File: config.mk
export PLATFORM = sky130hd
export DESIGN_NAME = hazard_scoreboard
export DESIGN_NICKNAME = d
export VERILOG_FILES = /design/src/rtl/hazard_scoreboard.sv
export SDC_FILE = /design/constraint.sdc
export NUM_CORES = 1
export LEC_CHECK = 0
export CELL_PAD_IN_SITES_DETAIL_PLACEMENT = 1
export CELL_PAD_IN_SITES_GLOBAL_PLACEMENT = 1
export CORE_UTILIZATION = 37
export CTS_BUF_LIST = sky130_fd_sc_hd__clkbuf_8 sky130_fd_sc_hd__clkbuf_16
export DETAILED_ROUTE_END_ITERATION = 8
export PLACE_DENSITY = 0.91
export SLEW_MARGIN = 40
export SYNTH_ARGS = -nofsm -noshare
export SYNTH_HDL_FRONTEND = slang
export SYNTH_SLANG_ARGS = --single-unit
File: constraint.sdc
create_clock -name clk -period 6.64 [get_ports clk]
set_input_delay 1.992 -clock clk [delete_from_list [all_inputs] [get_ports clk]]
set_output_delay 1.992 -clock clk [all_outputs]
set_load 0.02 [all_outputs]
File: src/rtl/hazard_scoreboard.sv
// hazard_scoreboard
//   Pipeline hazard controller that sits beside the decode stage of the
//   5-stage RV32I core. It tracks in-flight destination registers, interlocks
//   decode on RAW/WAW hazards, squashes wrong-path work after an EX redirect
//   and counts stall cycles.
//
//   Build option: define HAZARD_FWD_EN when the EX/MEM->EX and WB->EX bypasses
//   exist. The only interlock is then load-use, and the scoreboard register is
//   not built (sb_busy reads 0).
//
// Ports
//   clk, rst                 clock, asynchronous active-high reset
//   id_valid                 IF/ID holds a real instruction
//   id_rs1/id_rs2            source indices; id_use_rs1/2 qualify them
//   id_rd, id_regwrite       destination of the ID instruction
//   id_is_load               ID instruction is a load
//   ex_redirect              taken branch/jump resolved in EX (1-cycle pulse)
//   wb_regwrite, wb_rd       writeback port activity
//   stall_cnt_clr            synchronous clear of stall_cnt
//   stall_f/stall_d          hold PC / hold IF/ID
//   flush_d/flush_e          clear IF/ID / bubble into ID/EX
//   issue                    ID instruction advances into EX this cycle
//   sb_busy[31:0]            pending-write bits, bit 0 always 0
//   stall_cnt[15:0]          saturating count of stall_d cycles
//   dbg[7:0]                 {state[1:0], ex_ld_valid, ex_ld_rd[4:0]}
//
// Handshake: there is no valid/ready pair here. issue is the "accept" of the
// instruction offered by id_valid; an instruction is consumed only in a cycle
// where issue=1, otherwise it either waits (stall_d) or is discarded (flush_d).
module hazard_scoreboard (
  input  logic        clk,
  input  logic        rst,
  input  logic        id_valid,
  input  logic [4:0]  id_rs1,
  input  logic [4:0]  id_rs2,
  input  logic        id_use_rs1,
  input  logic        id_use_rs2,
  input  logic [4:0]  id_rd,
  input  logic        id_regwrite,
  input  logic        id_is_load,
  input  logic        ex_redirect,
  input  logic        wb_regwrite,
  input  logic [4:0]  wb_rd,
  input  logic        stall_cnt_clr,
  output logic        stall_f,
  output logic        stall_d,
  output logic        flush_d,
  output logic        flush_e,
  output logic        issue,
  output logic [31:0] sb_busy,
  output logic [15:0] stall_cnt,
  output logic [7:0]  dbg
);

  typedef enum logic [1:0] {
    RUN   = 2'b00,
    FLUSH = 2'b01
  } state_t;

  state_t      state_q, state_d;
  logic        ex_ld_valid_q, ex_ld_valid_d;
  logic [4:0]  ex_ld_rd_q, ex_ld_rd_d;
  logic [15:0] stall_cnt_q, stall_cnt_d;
  logic        hz;
  logic        run;
  logic        stall_w;
  logic        issue_w;

  assign run = (state_q == RUN);

`ifdef HAZARD_FWD_EN
  // With bypassing only a load result still in EX is unavailable to the
  // instruction in ID, so that is the only case that must wait (one cycle).
  assign hz = ex_ld_valid_q && (ex_ld_rd_q != 5'd0) &&
              ((id_use_rs1 && (id_rs1 == ex_ld_rd_q)) ||
               (id_use_rs2 && (id_rs2 == ex_ld_rd_q)));
  assign sb_busy = 32'd0;

  logic unused_fwd_inputs;
  assign unused_fwd_inputs = ^{wb_regwrite, wb_rd, id_regwrite};
`else
  logic [31:0] sb_q, sb_d;

  assign hz = (id_use_rs1  && sb_q[id_rs1]) ||
              (id_use_rs2  && sb_q[id_rs2]) ||
              (id_regwrite && sb_q[id_rd]);

  // Clear first so that a same-cycle set of the same index wins.
  always_comb begin
    sb_d = sb_q;
    if (wb_regwrite && (wb_rd != 5'd0)) sb_d[wb_rd] = 1'b0;
    if (issue_w && id_regwrite && (id_rd != 5'd0)) sb_d[id_rd] = 1'b1;
    sb_d[0] = 1'b0;
  end

  always_ff @(posedge clk or posedge rst) begin
    if (rst) sb_q <= 32'd0;
    else     sb_q <= sb_d;
  end

  assign sb_busy = sb_q;
`endif

  // Redirect beats stall: a wrong-path instruction neither stalls nor issues.
  // All control outputs are forced low while reset is held.
  always_comb begin
    stall_w = !rst && id_valid && hz && !ex_redirect && run;
    issue_w = !rst && id_valid && !stall_w && !ex_redirect && run;
  end

  assign stall_f = stall_w;
  assign stall_d = stall_w;
  assign issue   = issue_w;
  assign flush_d = !rst && ex_redirect;
  assign flush_e = !rst && (ex_redirect || stall_w || !run);

  // FSM next state: any redirect (re)enters FLUSH, otherwise back to RUN.
  always_comb begin
    state_d = RUN;
    case (state_q)
      RUN:     if (ex_redirect) state_d = FLUSH;
      FLUSH:   if (ex_redirect) state_d = FLUSH;
      default: state_d = RUN;
    endcase
  end

  // Load tracking and stall counter next state.
  always_comb begin
    ex_ld_valid_d = 1'b0;
    ex_ld_rd_d    = 5'd0;
    if (issue_w) begin
      ex_ld_valid_d = id_is_load;
      ex_ld_rd_d    = id_rd;
    end

    stall_cnt_d = stall_cnt_q;
    if (stall_cnt_clr)
      stall_cnt_d = 16'd0;
    else if (stall_w && (stall_cnt_q != 16'hFFFF))
      stall_cnt_d = stall_cnt_q + 16'd1;
  end

  always_ff @(posedge clk or posedge rst) begin
    if (rst) begin
      state_q       <= RUN;
      ex_ld_valid_q <= 1'b0;
      ex_ld_rd_q    <= 5'd0;
      stall_cnt_q   <= 16'd0;
    end else begin
      state_q       <= state_d;
      ex_ld_valid_q <= ex_ld_valid_d;
      ex_ld_rd_q    <= ex_ld_rd_d;
      stall_cnt_q   <= stall_cnt_d;
    end
  end

  assign stall_cnt = stall_cnt_q;
  assign dbg       = {state_q, ex_ld_valid_q, ex_ld_rd_q};

endmodule

==> flow_summary.json <==
{
  "unrepaired_setup_endpoints_after_global_routing": "no",
  "p_leak_nw": 1.805,
  "ys_seq_elements": 54,
  "r2r_start": "sb_busy[8]",
  "finalWirelength_mm": 12.41,
  "num_vias": 3520,
  "worst-slew-pin-transition_ns": 0.7787,
  "startpoint_type": "input port",
  "skew_ns": 0.007705,
  "final_layout_size_suffix_gt1_share_pct": 12.90,
  "global_route.usage.total_pct": 26.26,
  "cts_made_buffers": 5,
  "post-cts-setup-buffers": 0,
  "drtIter0Drc": 199,
  "area.growth.synth_to_final_pct": 34.39,
  "portBuffers": 88,
  "max_cap_viol_count": 0,
  "fp.dieH_um": 98.35,
  "antenna_violating_nets_left": 0,
  "maximum_number_of_buffers_from_clock_root_to_sink": 2,
  "slew_headroom_pct": 47.92,
  "violations": "design-rule violations",
  "floorplan.die.width_um": 98.35,
  "vdd_ir_drop_max_v": 0.0001111,
  "setup_violations": 0,
  "worst_hold_path_ep": "stall_cnt[14]",
  "leading_cell_type_in_the_layout_fill_and_taps_excluded": "sky130_fd_sc_hd__clkdlybuf4s50_1",
  "top_achievable_clock_speed_mhz": 152.6,
  "finish.net_count": 472,
  "rr_endpoint": "sb_busy[29]",
  "outcome": "finished, violations left",
  "grt_antenna_before_repair": 0,
  "clk_pin_slew_worst_paths_ns": 0.10,
  "hpwl_mm": 9.014,
  "finalCritPeriodShare_pct": 98.66,
  "ys_async_sr_fraction_pct": 100.0,
  "post-route-min-period_ns": 6.551,
  "clock_insertion_delay_worst_skew_ns": 0.32,
  "netlist_area_before_placement_sq_um": 3435,
  "r2r_cells": 9,
  "clockRootBuffer": "sky130_fd_sc_hd__clkbuf_8",
  "critPathMaxFanout": 6,
  "synth-warning-count": 0,
  "finalMaxSlewViolations": 0,
  "seq_area_frac_synth_pct": 39.34,
  "first_global_vias": 3597,
  "global_route.overflow_total": 0,
  "boundaryPins": 91,
  "via_count_normalized_by_instance_count": 6.400,
  "fill_cells": 1023,
  "internal_reg_to_reg_setup_slack_ns": 3.47,
  "tritoncts_clock_tree": "built",
  "yosys.cell_types.count": 55,
  "place.gp.congestion": 0.9368,
  "postLayoutSetupSlackWorst_ns": 0.08881,
  "synth_edf_count": 0,
  "drc_errors": 6,
  "most-common-layout-cells": "sky130_fd_sc_hd__clkdlybuf4s50_1 (84), sky130_fd_sc_hd__o21ai_0 (63), sky130_fd_sc_hd__dfrtp_1 (54), sky130_fd_sc_hd__mux2i_1 (23), sky130_fd_sc_hd__buf_4 (18)",
  "hp-start": "stall_cnt[14]",
  "final.setup.tns_ns": 0,
  "grt_start_max_net_pins": 55,
  "synthesis.instances": 348,
  "post_cts_hold_buffer_count": 0,
  "design_power_total_w": 0.0007025,
  "first_pass_iters": 8,
  "post_synth.cell_area_avg_sq_um": 9.869,
  "die-area_sq_um": 9672,
  "wl_per_cell_um": 22.56,
  "endpoint_kind": "output pin",
  "cts-htree-levels": 2,
  "crit_type": "in -> out",
  "n_antenna_cell": 0,
  "worst_ep_required_time_ns": 4.65,
  "cts.sinks": 54,
  "grt_first_pass_wirelength_mm": 19.57,
  "final-hold-violation-count": 0,
  "path_type_of_the_worst_min_delay_path": "reg -> reg",
  "row_count": 34,
  "yosys_most_used_dff": "sky130_fd_sc_hd__dfrtp_1",
  "preCtsSetupSlack_ns": -0.2066,
  "core_region_area_sq_um": 8848,
  "cellPowerDensity_nw_per_um2": 152.2,
  "hold_depth": 1,
  "cp_data_arrival_time_ns": 4.56,
  "initial_utilization_pct": 38.82
}
## metrics by stage
step | area, sq um | util [%] | hold slack (ns) | cells
finish | 4616 | 52.16 | 0.5116 | 550
global route | 4616 | 52.16 | 0.5477 | 550
CTS | 4608 | 52.08 | 0.5196 | 550
detailed placement | 4496 | 50.81 | 0.5055 | 542
global placement | 4493 | 50.78 | 0.4863 | 542
floorplan | 3438 | - | 0.6126 | 349
## where the power goes
part / leakage, nW / switching [W] / internal [W] / total [W]
sequential: 0.749 / 0.0000118 / 0.000335 / 0.000347
clock: 0.0579 / 0.000116 / 0.000111 / 0.000227
combinational: 0.998 / 0.0000698 / 0.0000586 / 0.000128
## synthesized netlist by cell type (all sizes together) (6+ instances only)
| cell type | count | area share [%] |
|---|---|---|
| clkbuf | 8 | 0.87 |
| nor2 | 10 | 1.1 |
| mux2i | 23 | 6.7 |
| and2 | 6 | 1.1 |
| buf | 14 | 2.5 |
| or3 | 8 | 1.5 |
| nor2b | 9 | 1.6 |
| mux4 | 12 | 7.9 |
| o21ai | 71 | 10 |
| a21oi | 13 | 1.9 |
| nand2 | 17 | 1.9 |
| dfrtp | 54 | 39 |
| nand3b | 13 | 2.8 |
| nand3 | 8 | 1.5 |
| nand2b | 7 | 1.3 |
## critical path, stage by stage
cell and delay [ns]:
sky130_fd_sc_hd__clkdlybuf4s50_1 0.46, sky130_fd_sc_hd__buf_4 0.18, sky130_fd_sc_hd__mux4_2 0.53, sky130_fd_sc_hd__nor3b_1 0.23
sky130_fd_sc_hd__a211oi_1 0.09, sky130_fd_sc_hd__o211a_1 0.30, sky130_fd_sc_hd__nor4b_2 0.29, sky130_fd_sc_hd__buf_4 0.16
sky130_fd_sc_hd__dlygate4sd2_1 0.33
## flip-flops by register name, indices dropped and copies added, names as in the netlist
name / count
ex_ld_rd_q: 5
ex_ld_valid_q: 1
sb_busy: 31
stall_cnt: 16
state_q: 1
## cell type report
cell class / count / area, sq um / area share, %
clock buffer: 5 / 68.82 / 1.491
clock inverter: 3 / 40.04 / 0.8674
inverter: 5 / 18.77 / 0.4066
multi-input combinational: 268 / 1971 / 42.69
sequential: 54 / 1351 / 29.28
tap: 108 / 135.1 / 2.928
timing repair buffer: 107 / 1031 / 22.34
## how the worst max path moves through the flow
stage                   start      end  cells past startpoint
floorplan                 rst  stall_f                      6
global placement    id_rs2[0]  flush_e                      9
detailed placement  id_rs2[0]  flush_e                      9
CTS                 id_rs2[0]  flush_e                      9
global route        id_rs1[0]  flush_e                      8
finish              id_rs2[0]    issue                      9
## metal layers
metal / up-vias / GRT usage, % / share of wire (%)
met4: 0 / 13.20 / 5.0
met3: 52 / 3.937 / 7.9
met1: 1744 / 34.46 / 41
li1: 1521 / - / -
met5: - / 0 / 0
met2: 203 / 42.36 / 46
## kinds of logic after synthesis
family,share of synthesized area (%)
multiplexers,16.21
AO/OA/AOI/OAI,19.85
adder cells (fa/ha/maj),0.3642
buffers and inverters,3.934
flip-flops,39.34
other,0.1092
AND/OR/NAND/NOR,20.18
## what timing repair did
item,4_1_cts,5_1_grt
resized for setup,5,1
endpoints found under the setup margin,4,1
pin swaps,0,1
hold endpoints to repair,0,0
(Power assumes the default switching activity.)
==> edit: new RTL, same flow settings <==
Reset style: synchronous (`rst`), changed in 2 clocked blocks. Comments in the files are not updated.
--- a/src/rtl/hazard_scoreboard.sv
+++ b/src/rtl/hazard_scoreboard.sv
@@ -93,7 +93,7 @@
     sb_d[0] = 1'b0;
   end
 
-  always_ff @(posedge clk or posedge rst) begin
+  always_ff @(posedge clk) begin
     if (rst) sb_q <= 32'd0;
     else     sb_q <= sb_d;
   end
@@ -140,7 +140,7 @@
       stall_cnt_d = stall_cnt_q + 16'd1;
   end
 
-  always_ff @(posedge clk or posedge rst) begin
+  always_ff @(posedge clk) begin
     if (rst) begin
       state_q       <= RUN;
       ex_ld_valid_q <= 1'b0;
Check against the original RTL: differs if rst is asserted again (counterexample within 4 cycles, from zero or initial values and one cycle with rst high); with rst held inactive, the same outputs for 10 cycles.
==> edit against the original RTL <==
  * Sequential cell count is the same
  * First-iteration DRC count grew 19%
  * Wire length is 1.3% lower
  * Setup slack worse by 21 ps
  * Sequential power shrank 6.1%
  * Clock power about the same
  * Total power fell by 5.9%
  * Area after synthesis is 4.8% lower
  * Cell area shrank 3.2%
  * Worst hold slack better by 1.5 ps
  * Global-route usage grew 1.5 points
  * Critical path depth up 2
  * Critical endpoint is now flush_e
==> edit: results (changes against the original RTL) <==
status: finished, final reports clean
fillcell total: 968 (-5.4%)
DPL Wire Length: 9260 µm (+2.7%)
switching share of total power: 26.5% (-1.5 points)
Synth Area in Adders: 0.383% (+0.018 points)
largest net degree at the start of global routing: 43 (-22%)
share of layout cells above drive strength 1: 14.7% (+1.8 points)
unique cell type count in the Yosys netlist: 47 (-15%)
reg-to-reg critical path startpoint: sb_busy[31]$_SDFF_PP0_
worst setup path start: id_rd[3]
drt initial violations: 237 (+19%)
crit path DAT: 4580 ps (+20 ps)
LEAKAGE: 1.53 nW (-15%)
Hold EP: stall_cnt[15]$_SDFFE_PP0P_
critical path's largest stage delay: 490 ps (-40 ps)
synth cell count leaders: dfxtp_1 (54), nand3_1 (32), o21ai_1 (29)
via count: 3,464 (-1.6%)
worst vdd ir: 84.8 µV (-24%)
crit path to: flush_e
Final Skew: 11.7 ps (+4.01 ps)
CP max-delay cell: or3b_2
Routed WL: 12,200 µm (-1.3%)
worst hold margin: 513 ps (+1.48 ps)
Synth Area per Inst: 9.13 µm² (-7.5%)
post-synthesis sequential area ratio: 33.1% (-6.3 points)
wire per inst: 21.8 µm (-3.2%)
worst-margin pin slew: 537 ps (-242 ps)
clock share of power: 34.4% (+2.1 points)
DRT Pass-1 Iters: 4 (-4)
number of buffers added for setup after CTS: 3 (+3)
post-synthesis mux area share: 16.5% (+0.32 points)
reg2reg end: sb_busy[15]$_SDFF_PP0_
Final nets: 486 (+3.0%)
PostCTS Resize Cnt: 13 (+8)
Placed Area: 4330 µm² (-3.7%)
Compound-Gate Fraction of Synth Area: 18.7% (-1.1 points)
critical-path maximum fanout: 8 (+2)
DP Cell Count: 549 (+1.3%)
Async SR Flop Fraction: 0% (-100 points)
Total Routing Usage GR: 27.7% (+1.5 points)
hold path start: stall_cnt[15]$_SDFFE_PP0P_
first-pass GRT wire length: 19,200 µm (-1.8%)
most common flop cell mapped by yosys: dfxtp_1
DP Worst Slack: -326 ps (-119 ps)
WHS Path Cells: 2 (+1)
Area contributors post-synth: dfxtp_1 (33%), mux4_2 (10%), mux2i_1 (5.5%)
FF-to-FF setup slack: 3260 ps (-210 ps)
==> edit: cell types whose count changed after synthesis, moves of 5 or more <==
cell | unedited run | this run
dfxtp_1 | 0 | 54
nand3b_1 | 13 | 4
o21ai_1 | 8 | 29
and3_1 | 4 | 13
o211ai_1 | 2 | 13
mux2i_1 | 23 | 18
o21ai_0 | 63 | 10
o31ai_1 | 3 | 12
or4_1 | 4 | 10
nand3_1 | 6 | 32
dfrtp_1 | 54 | 0
nor2_1 | 10 | 5
clkbuf_1 | 8 | 16
==> edit: layout make-up <==
type                            instances  area [µm²]  area share [%]
Timing Repair Buffer                  119        1110            24.9
Inverter                                3        11.3           0.252
Sequential cell                        54        1080            24.2
Multi-Input combinational cell        272        2020            45.2
Clock buffer                            5        68.8            1.54
Clock inverter                          3        43.8           0.980
Tap cell                              105         131            2.94
==> edit: metal layers <==
metal  share of wire, %  global-route usage [%]
met4                2.9                    11.3
met3                7.1                    4.90
met2                 49                    46.0
met1                 41                    35.4
met5                  0                       0
